--- src/rtl/mem_access_arbiter.sv ---
// mem_access_arbiter: sequences memory cycles and round-robin shares the memory port between CPU and DMA.
//
// Ports:
//   i_clock, i_reset_n                          clock, asynchronous active-low reset
//   i_cpu_req/i_cpu_wr/i_cpu_addr/i_cpu_wdata   CPU request (level, held until ack)
//   o_cpu_ack                                   one-cycle CPU completion pulse
//   i_dma_req/i_dma_wr/i_dma_addr/i_dma_wdata   DMA request (level, held until ack)
//   o_dma_ack                                   one-cycle DMA completion pulse
//   o_rd_data                                   read data captured for the DONE cycle, shared
//   o_mem_addr/o_mem_wdata                      registered address / write data to memories
//   i_mem_rdata                                 read data from memories
//   o_mem_rd/o_mem_wr                           read / write strobes
//   o_rom_cs/o_ram_cs                           chip selects (ROM = reads of 0xF000-0xFFFF)
//   o_busy                                      high whenever not IDLE
//
// Build option: define ROM_WAIT_EN to give ROM reads ROM_WAIT wait cycles;
// otherwise ROM reads use RAM_WAIT and ROM_WAIT is ignored.
module mem_access_arbiter #(
    parameter int RAM_WAIT = 1,
    parameter int ROM_WAIT = 2
) (
    input  logic        i_clock,
    input  logic        i_reset_n,
    input  logic        i_cpu_req,
    input  logic        i_cpu_wr,
    input  logic [15:0] i_cpu_addr,
    input  logic [7:0]  i_cpu_wdata,
    output logic        o_cpu_ack,
    input  logic        i_dma_req,
    input  logic        i_dma_wr,
    input  logic [15:0] i_dma_addr,
    input  logic [7:0]  i_dma_wdata,
    output logic        o_dma_ack,
    output logic [7:0]  o_rd_data,
    output logic [15:0] o_mem_addr,
    output logic [7:0]  o_mem_wdata,
    input  logic [7:0]  i_mem_rdata,
    output logic        o_mem_rd,
    output logic        o_mem_wr,
    output logic        o_rom_cs,
    output logic        o_ram_cs,
    output logic        o_busy
);
    typedef enum logic [1:0] {IDLE, SETUP, ACCESS, DONE} state_t;

    localparam logic [2:0] RAM_W = 3'(RAM_WAIT);
`ifdef ROM_WAIT_EN
    localparam logic [2:0] ROM_W = 3'(ROM_WAIT);
`else
    // ROM shares the RAM timing; the zero term only keeps ROM_WAIT referenced.
    localparam logic [2:0] ROM_W = 3'(RAM_WAIT + 0 * ROM_WAIT);
`endif

    state_t      r_state, w_next;
    logic        r_gnt_dma, r_last_dma, r_wr;
    logic [2:0]  r_cnt;
    logic [15:0] r_mem_addr;
    logic [7:0]  r_mem_wdata, r_rd_data;
    logic        w_start, w_pick_dma, w_rom, w_cs;

    assign w_start = i_cpu_req || i_dma_req;
    // On a tie the requester that was not served last wins.
    assign w_pick_dma = i_dma_req && (!i_cpu_req || !r_last_dma);
    assign w_rom = (r_mem_addr[15:12] == 4'hF) && !r_wr;

    assign o_mem_addr  = r_mem_addr;
    assign o_mem_wdata = r_mem_wdata;
    assign o_rd_data   = r_rd_data;

    always_ff @(posedge i_clock or negedge i_reset_n) begin
        if (!i_reset_n)
            r_state <= IDLE;
        else
            r_state <= w_next;
    end

    always_comb begin
        w_next    = r_state;
        w_cs      = 1'b0;
        o_mem_rd  = 1'b0;
        o_mem_wr  = 1'b0;
        o_cpu_ack = 1'b0;
        o_dma_ack = 1'b0;
        case (r_state)
            IDLE:    w_next = w_start ? SETUP : IDLE;
            SETUP: begin
                w_cs     = 1'b1;
                o_mem_rd = !r_wr;
                w_next   = ACCESS;
            end
            ACCESS: begin
                w_cs     = 1'b1;
                o_mem_rd = !r_wr;
                o_mem_wr = r_wr;
                w_next   = (r_cnt == 3'd0) ? DONE : ACCESS;
            end
            DONE: begin
                o_cpu_ack = !r_gnt_dma;
                o_dma_ack = r_gnt_dma;
                w_next    = IDLE;
            end
            default: w_next = IDLE;
        endcase
        o_rom_cs = w_cs && w_rom;
        o_ram_cs = w_cs && !w_rom;
        o_busy   = (r_state != IDLE);
    end

    always_ff @(posedge i_clock or negedge i_reset_n) begin
        if (!i_reset_n) begin
            r_gnt_dma   <= 1'b0;
            r_last_dma  <= 1'b1;
            r_wr        <= 1'b0;
            r_cnt       <= 3'd0;
            r_mem_addr  <= 16'h0000;
            r_mem_wdata <= 8'h00;
            r_rd_data   <= 8'h00;
        end else begin
            // Request is latched on entry to SETUP so address and decode are valid during SETUP.
            if (r_state == IDLE && w_start) begin
                r_gnt_dma   <= w_pick_dma;
                r_wr        <= w_pick_dma ? i_dma_wr : i_cpu_wr;
                r_mem_addr  <= w_pick_dma ? i_dma_addr : i_cpu_addr;
                r_mem_wdata <= w_pick_dma ? i_dma_wdata : i_cpu_wdata;
            end
            if (r_state == SETUP)
                r_cnt <= w_rom ? ROM_W : RAM_W;
            if (r_state == ACCESS && r_cnt != 3'd0)
                r_cnt <= r_cnt - 3'd1;
            // Sampled on the last ACCESS edge so the data is already valid during DONE.
            if (r_state == ACCESS && r_cnt == 3'd0 && !r_wr)
                r_rd_data <= i_mem_rdata;
            if (r_state == DONE)
                r_last_dma <= r_gnt_dma;
        end
    end
endmodule

--- config.mk ---
export PLATFORM = sky130hd
export DESIGN_NAME = mem_access_arbiter
export DESIGN_NICKNAME = d
export VERILOG_FILES = /design/src/rtl/mem_access_arbiter.sv
export SDC_FILE = /design/constraint.sdc
export NUM_CORES = 1
export LEC_CHECK = 0
export CORE_ASPECT_RATIO = 1.4
export CORE_UTILIZATION = 42
export CTS_CLUSTER_DIAMETER = 150
export DETAILED_ROUTE_END_ITERATION = 16
export PLACE_DENSITY_LB_ADDON = 0.25
export REMOVE_ABC_BUFFERS = 1
export SLEW_MARGIN = 5
export SYNTH_ARGS = -nofsm -noshare
export SYNTH_HDL_FRONTEND = slang
export SYNTH_SLANG_ARGS = --single-unit
--- constraint.sdc ---
create_clock -name i_clock -period 2.49 [get_ports i_clock]
set_input_delay 0.498 -clock i_clock [delete_from_list [all_inputs] [get_ports i_clock]]
set_output_delay 0.498 -clock i_clock [all_outputs]
set_load 0.005 [all_outputs]
# Yosys cells after proc, flatten, opt, wreduce, memory -nomap -nowiden
# Index checks and enable logic that the tools add are counted.
# op_classes
n_addsub,1
reduce_logical,21
n_eq_ne,4
n_mux,13
# ops
operator,n
$mux 16,1
$logic_and 1x1->1,8
$mux 1,8
$mux 8,1
$pmux 2 s4,1
$mux 3,2
$logic_not 1->1,5
$eq 2x2->1 const B,2
$eq 4x4->1 const B,1
$reduce_bool 2->1,2
$logic_not 3->1,1
$reduce_bool 3->1,1
$sub 3x1->3 const B,1
$eq 2x1->1 const B,1
$logic_not 2->1,1
$logic_or 1x1->1,2
$reduce_or 2->1,1
# word_totals
out_inout_bits,39
reg_bits,40
word_cells,47
in_bits,62

# Logic depth before layout (Yosys ltp)
# logic_depth
depth_word,4
ltp_mapped,6
depth_no_buf,5

# Least setup slack after synthesis
# OpenSTA, ideal clock, no wires.
# synth_path
kind,register -> register
startpoint,register r_state[0]
endpoint,register r_rd_data[0] (netlist: o_rd_data[0])
t_required_ps,2365
t_arrival_ps,1364
n_path_buf,0
setup_slack_ps,1002
path_stages_with_launch,6
cell_sequence,dfrtp_1 > inv_1 > ha_1 > nand3b_1 > nor2_2 > mux2_2
# synth_via
elab_chain_cells,3
# synth_lines
element,line_no,rtl
start: declaration,54,"state_t r_state, w_next;"
start signal: assignment,74,r_state <= w_next;
$eq 2x2->1,131,if (r_state == ACCESS && r_cnt == 3'd0 && !r_wr)
$logic_and 1x1->1 (2 in a row),131,
end signal: assignment,132,r_rd_data <= i_mem_rdata;
end: declaration,58,"logic [7:0] r_mem_wdata, r_rd_data;"
# No other way between the ends.
# A chain may end at the register's enable or synchronous reset.

# Worst setup path after layout
# layout_path
startpoint,register r_state[0]
endpoint,output port o_rom_cs
# layout_via
elab_chain_cells,4
elab_cells_between_ends,5
# layout_lines
element,line_no,rtl
$eq 2x1->1 or $eq 2x2->1 (tied branches),84,case (r_state)
$reduce_or 2->1 (no line) (*),--,
$mux 1 (*),84,
$logic_and 1x1->1 (*),104,o_rom_cs = w_cs && w_rom;
end: declaration,40,"output logic o_rom_cs,"
# Every way passes the cells marked *; elsewhere a longest branch is shown, timed or not.

==> flow_summary_export.csv <==
group,metric,value,unit
layout,final_nets,369,
power,clock_power_share,0.131,
timing,rsz0062_at_grt,"no",
timing,fin_crit_sh,0.935,
layout,fin_area,0.00303,sq mm
clock_tree,cts_buffer_depth,2,
setup_path,r2r_cells,5,
synth,yosysSeqAreaShare,0.523,
place,port_buffers,100,
synth,synthCells,198,
synth,yosys_warnings,0,
power,p_leak,0.00129,uW
place,postPlaceCellArea,0.00294,sq mm
power,switching_share,0.336,
min_path,holdCritPathClass,"input port to async pin",
clock_tree,clk_latency,0.29,ns
synth,synth.avg_cell_area,9.68,sq um
place,gp_congestion,0.798,
die,die_h,81.9,um
global_route,grt_pass1_vias,1722,
routing,antenna_left,0,
die,io-pin-count,101,
timing,skew,0.00122,ns
layout,layout_common_cells,"99 x clkdlybuf4s50_1, 50 x a21oi_1, 39 x dfrtp_1, 27 x nand2_1, 26 x nor2_1",
clock_tree,cts_hold_buf,0,
timing,slew_headroom,0.413,
setup_path,worstSetupPathType,"flip-flop to primary output",
routing,drtIter0Drc,39,
die,die_w,59.1,um
run_status,outcome,"completed",
setup_path,cp-end-kind,"primary output",
clock_tree,cts_resized,0,
die,core-area,0.00431,sq mm
power,peakVddDrop,554,uV
setup_path,cp.required,1.99,ns
clock_tree,path_clk_slew,0.07,ns
setup_path,cp.arrival,1.83,ns
timing,fmax,0.429,GHz
setup_path,rrSetupSlack,0.83,ns
routing,via_per_inst,4.90,
place,preCtsSetupSlack,0.443,ns
global_route,grt_pass1_wl,7.78,mm
routing,wl_per_cell,13.6,um
timing,setup_tns,0,ns
timing,fin_crit,2.33,ns
global_route,grt_usage,0.213,
timing,worst_slew_pin_slew,0.880,ns
layout,layout_commonest_cell,"clkdlybuf4s50_1",
power,seq_power_share,0.360,
global_route,antenna_found_initial,0,
power,power_density,1100,mW/mm^2
timing,drv_slew,0,
setup_path,start_kind,"flip-flop",
clock_tree,cts_max_level,2,
timing,finalSetupViolCount,0,
power,power_switching,1120,uW
power,p_comb_frac,0.509,
routing,routed_wl,4.90,mm
clock_tree,cts_tree,"built",
synth,ys_seq_elements,40,
synth,syn_area,0.00192,sq mm
routing,vias,1764,
layout,drive_gt1_frac,0.0833,
power,p_int,2210,uW
die,dieArea,0.00484,sq mm
die,rows,28,
setup_path,reg2reg_to,"o_rd_data[5]",
layout,n_fill_cell,347,
place,hpwl,3.56,mm
global_route,grt_overflow,0,
clock_tree,numCtsBuffers,5,
setup_path,cp_max_fo,4,
layout,area_growth,58.1,%
layout,diodes,0,
clock_tree,clock-root-buffer,"clkbuf_8",
synth,yosysUniqueCellTypes,28,
timing,hold_viol,0,
setup_path,r2r-start,"r_state[0]",
routing,drt_first_pass_iters,4,
clock_tree,clock_sinks,40,
timing,fin_ws,0.161,ns
routing,drcViolationCount,0,
global_route,grt_max_degree,41,
clock_tree,postCtsSetupBuffers,0,
run,maxCapViolCount,0,
die,initial_core_util,0.445,
-- power groups by stage --
stage	sequential [uW]	clock [uW]	combinational, uW
2_1_floorplan	1210	0	738
3_3_place_gp	1190	0	1670
3_5_place_dp	1210	0	1710
4_1_cts	1200	452	1720
5_1_grt	1240	477	1880
6_report	1200	437	1700
-- critical path: stages (launching register included) --
cell and delay (ns):
dfrtp_1 0.38, inv_1 0.11, ha_1 0.34, nor3b_1 0.19, clkdlybuf4s50_1 0.53
-- flip-flops by register name, summed over array words and instances, names as in the netlist --
name,count
o_mem_wdata,8
r_state,2
r_gnt_dma,1
o_rd_data,8
o_mem_addr,16
r_wr,1
r_last_dma,1
r_cnt,3
-- stage by stage --
stage	utilization	cells	power (uW)	hold slack, ns
6_report	0.703	360	3340	0.325
2_1_floorplan	-	189	1940	0.202
3_3_place_gp	0.682	352	2870	0.464
3_5_place_dp	0.682	352	2920	0.477
5_1_grt	0.703	360	3600	0.398
4_1_cts	0.703	360	3380	0.363
-- cells in the mapped netlist --
| master | n | share of area |
|---|---|---|
| a21bo_2 | 1 | 0.0052 |
| a21boi_4 | 1 | 0.0098 |
| a21oi_1 | 50 | 0.13 |
| and2_1 | 2 | 0.0065 |
| buf_2 | 2 | 0.0052 |
| buf_4 | 5 | 0.020 |
| buf_6 | 2 | 0.012 |
| dfrtp_1 | 39 | 0.51 |
| dfstp_2 | 1 | 0.014 |
| ha_1 | 8 | 0.052 |
| inv_1 | 6 | 0.012 |
| mux2_2 | 9 | 0.053 |
| mux2i_1 | 2 | 0.010 |
| nand2_1 | 27 | 0.053 |
| nand2b_1 | 2 | 0.0065 |
| nand3_1 | 1 | 0.0026 |
| nand3b_1 | 1 | 0.0039 |
| nand4_1 | 1 | 0.0033 |
| nor2_1 | 26 | 0.051 |
| nor2_2 | 1 | 0.0033 |
| nor2b_1 | 2 | 0.0065 |
| nor3b_1 | 1 | 0.0039 |
| o21a_1 | 1 | 0.0039 |
| o21a_2 | 1 | 0.0046 |
| o21ai_0 | 3 | 0.0078 |
| o21ai_1 | 1 | 0.0026 |
| o21ai_2 | 1 | 0.0046 |
| o31ai_1 | 1 | 0.0039 |
-- metal layers --
metal / share of wire / GRT usage / wire length, um
met5: 0 / 0 / 0
met4: 0.017 / 0.0714 / 85
met3: 0.076 / 0.0803 / 372
met2: 0.53 / 0.380 / 2590
met1: 0.38 / 0.229 / 1850
-- how the worst max path moves through the flow --
stage / slack, ns / start / cells past startpoint / end
after global placement: 0.48 / r_state[0] / 4 / o_rom_cs
after detailed placement: 0.44 / i_dma_req / 5 / o_mem_wdata[1]
after floorplan: 1.00 / r_state[0] / 5 / o_rd_data[0]
after CTS: 0.14 / r_state[1] / 4 / o_rom_cs
final: 0.16 / r_state[0] / 4 / o_rom_cs
after global routing: 0.06 / r_state[0] / 4 / o_mem_rd
-- layout make-up --
class | count | area [sq um] | area share
repair buffers | 103 | 1020 | 0.336
flip-flops and latches | 40 | 1000 | 0.331
well taps | 60 | 75.1 | 0.0248
multi-input cells | 143 | 822 | 0.271
inverters | 6 | 22.5 | 0.00743
clock buffers | 8 | 90.1 | 0.0297
-- logic make-up after synthesis --
kind of cell               count (synthesis)  share of synthesized area
AOI/OAI and AO/OA                         60                      0.173
muxes                                     11                     0.0633
buffers and inverters                     15                     0.0483
and+or+nand+nor                           64                      0.140
adders and majority gates                  8                     0.0522
DFF                                       40                      0.523
No activity file was read; power rests on OpenSTA's default activity.
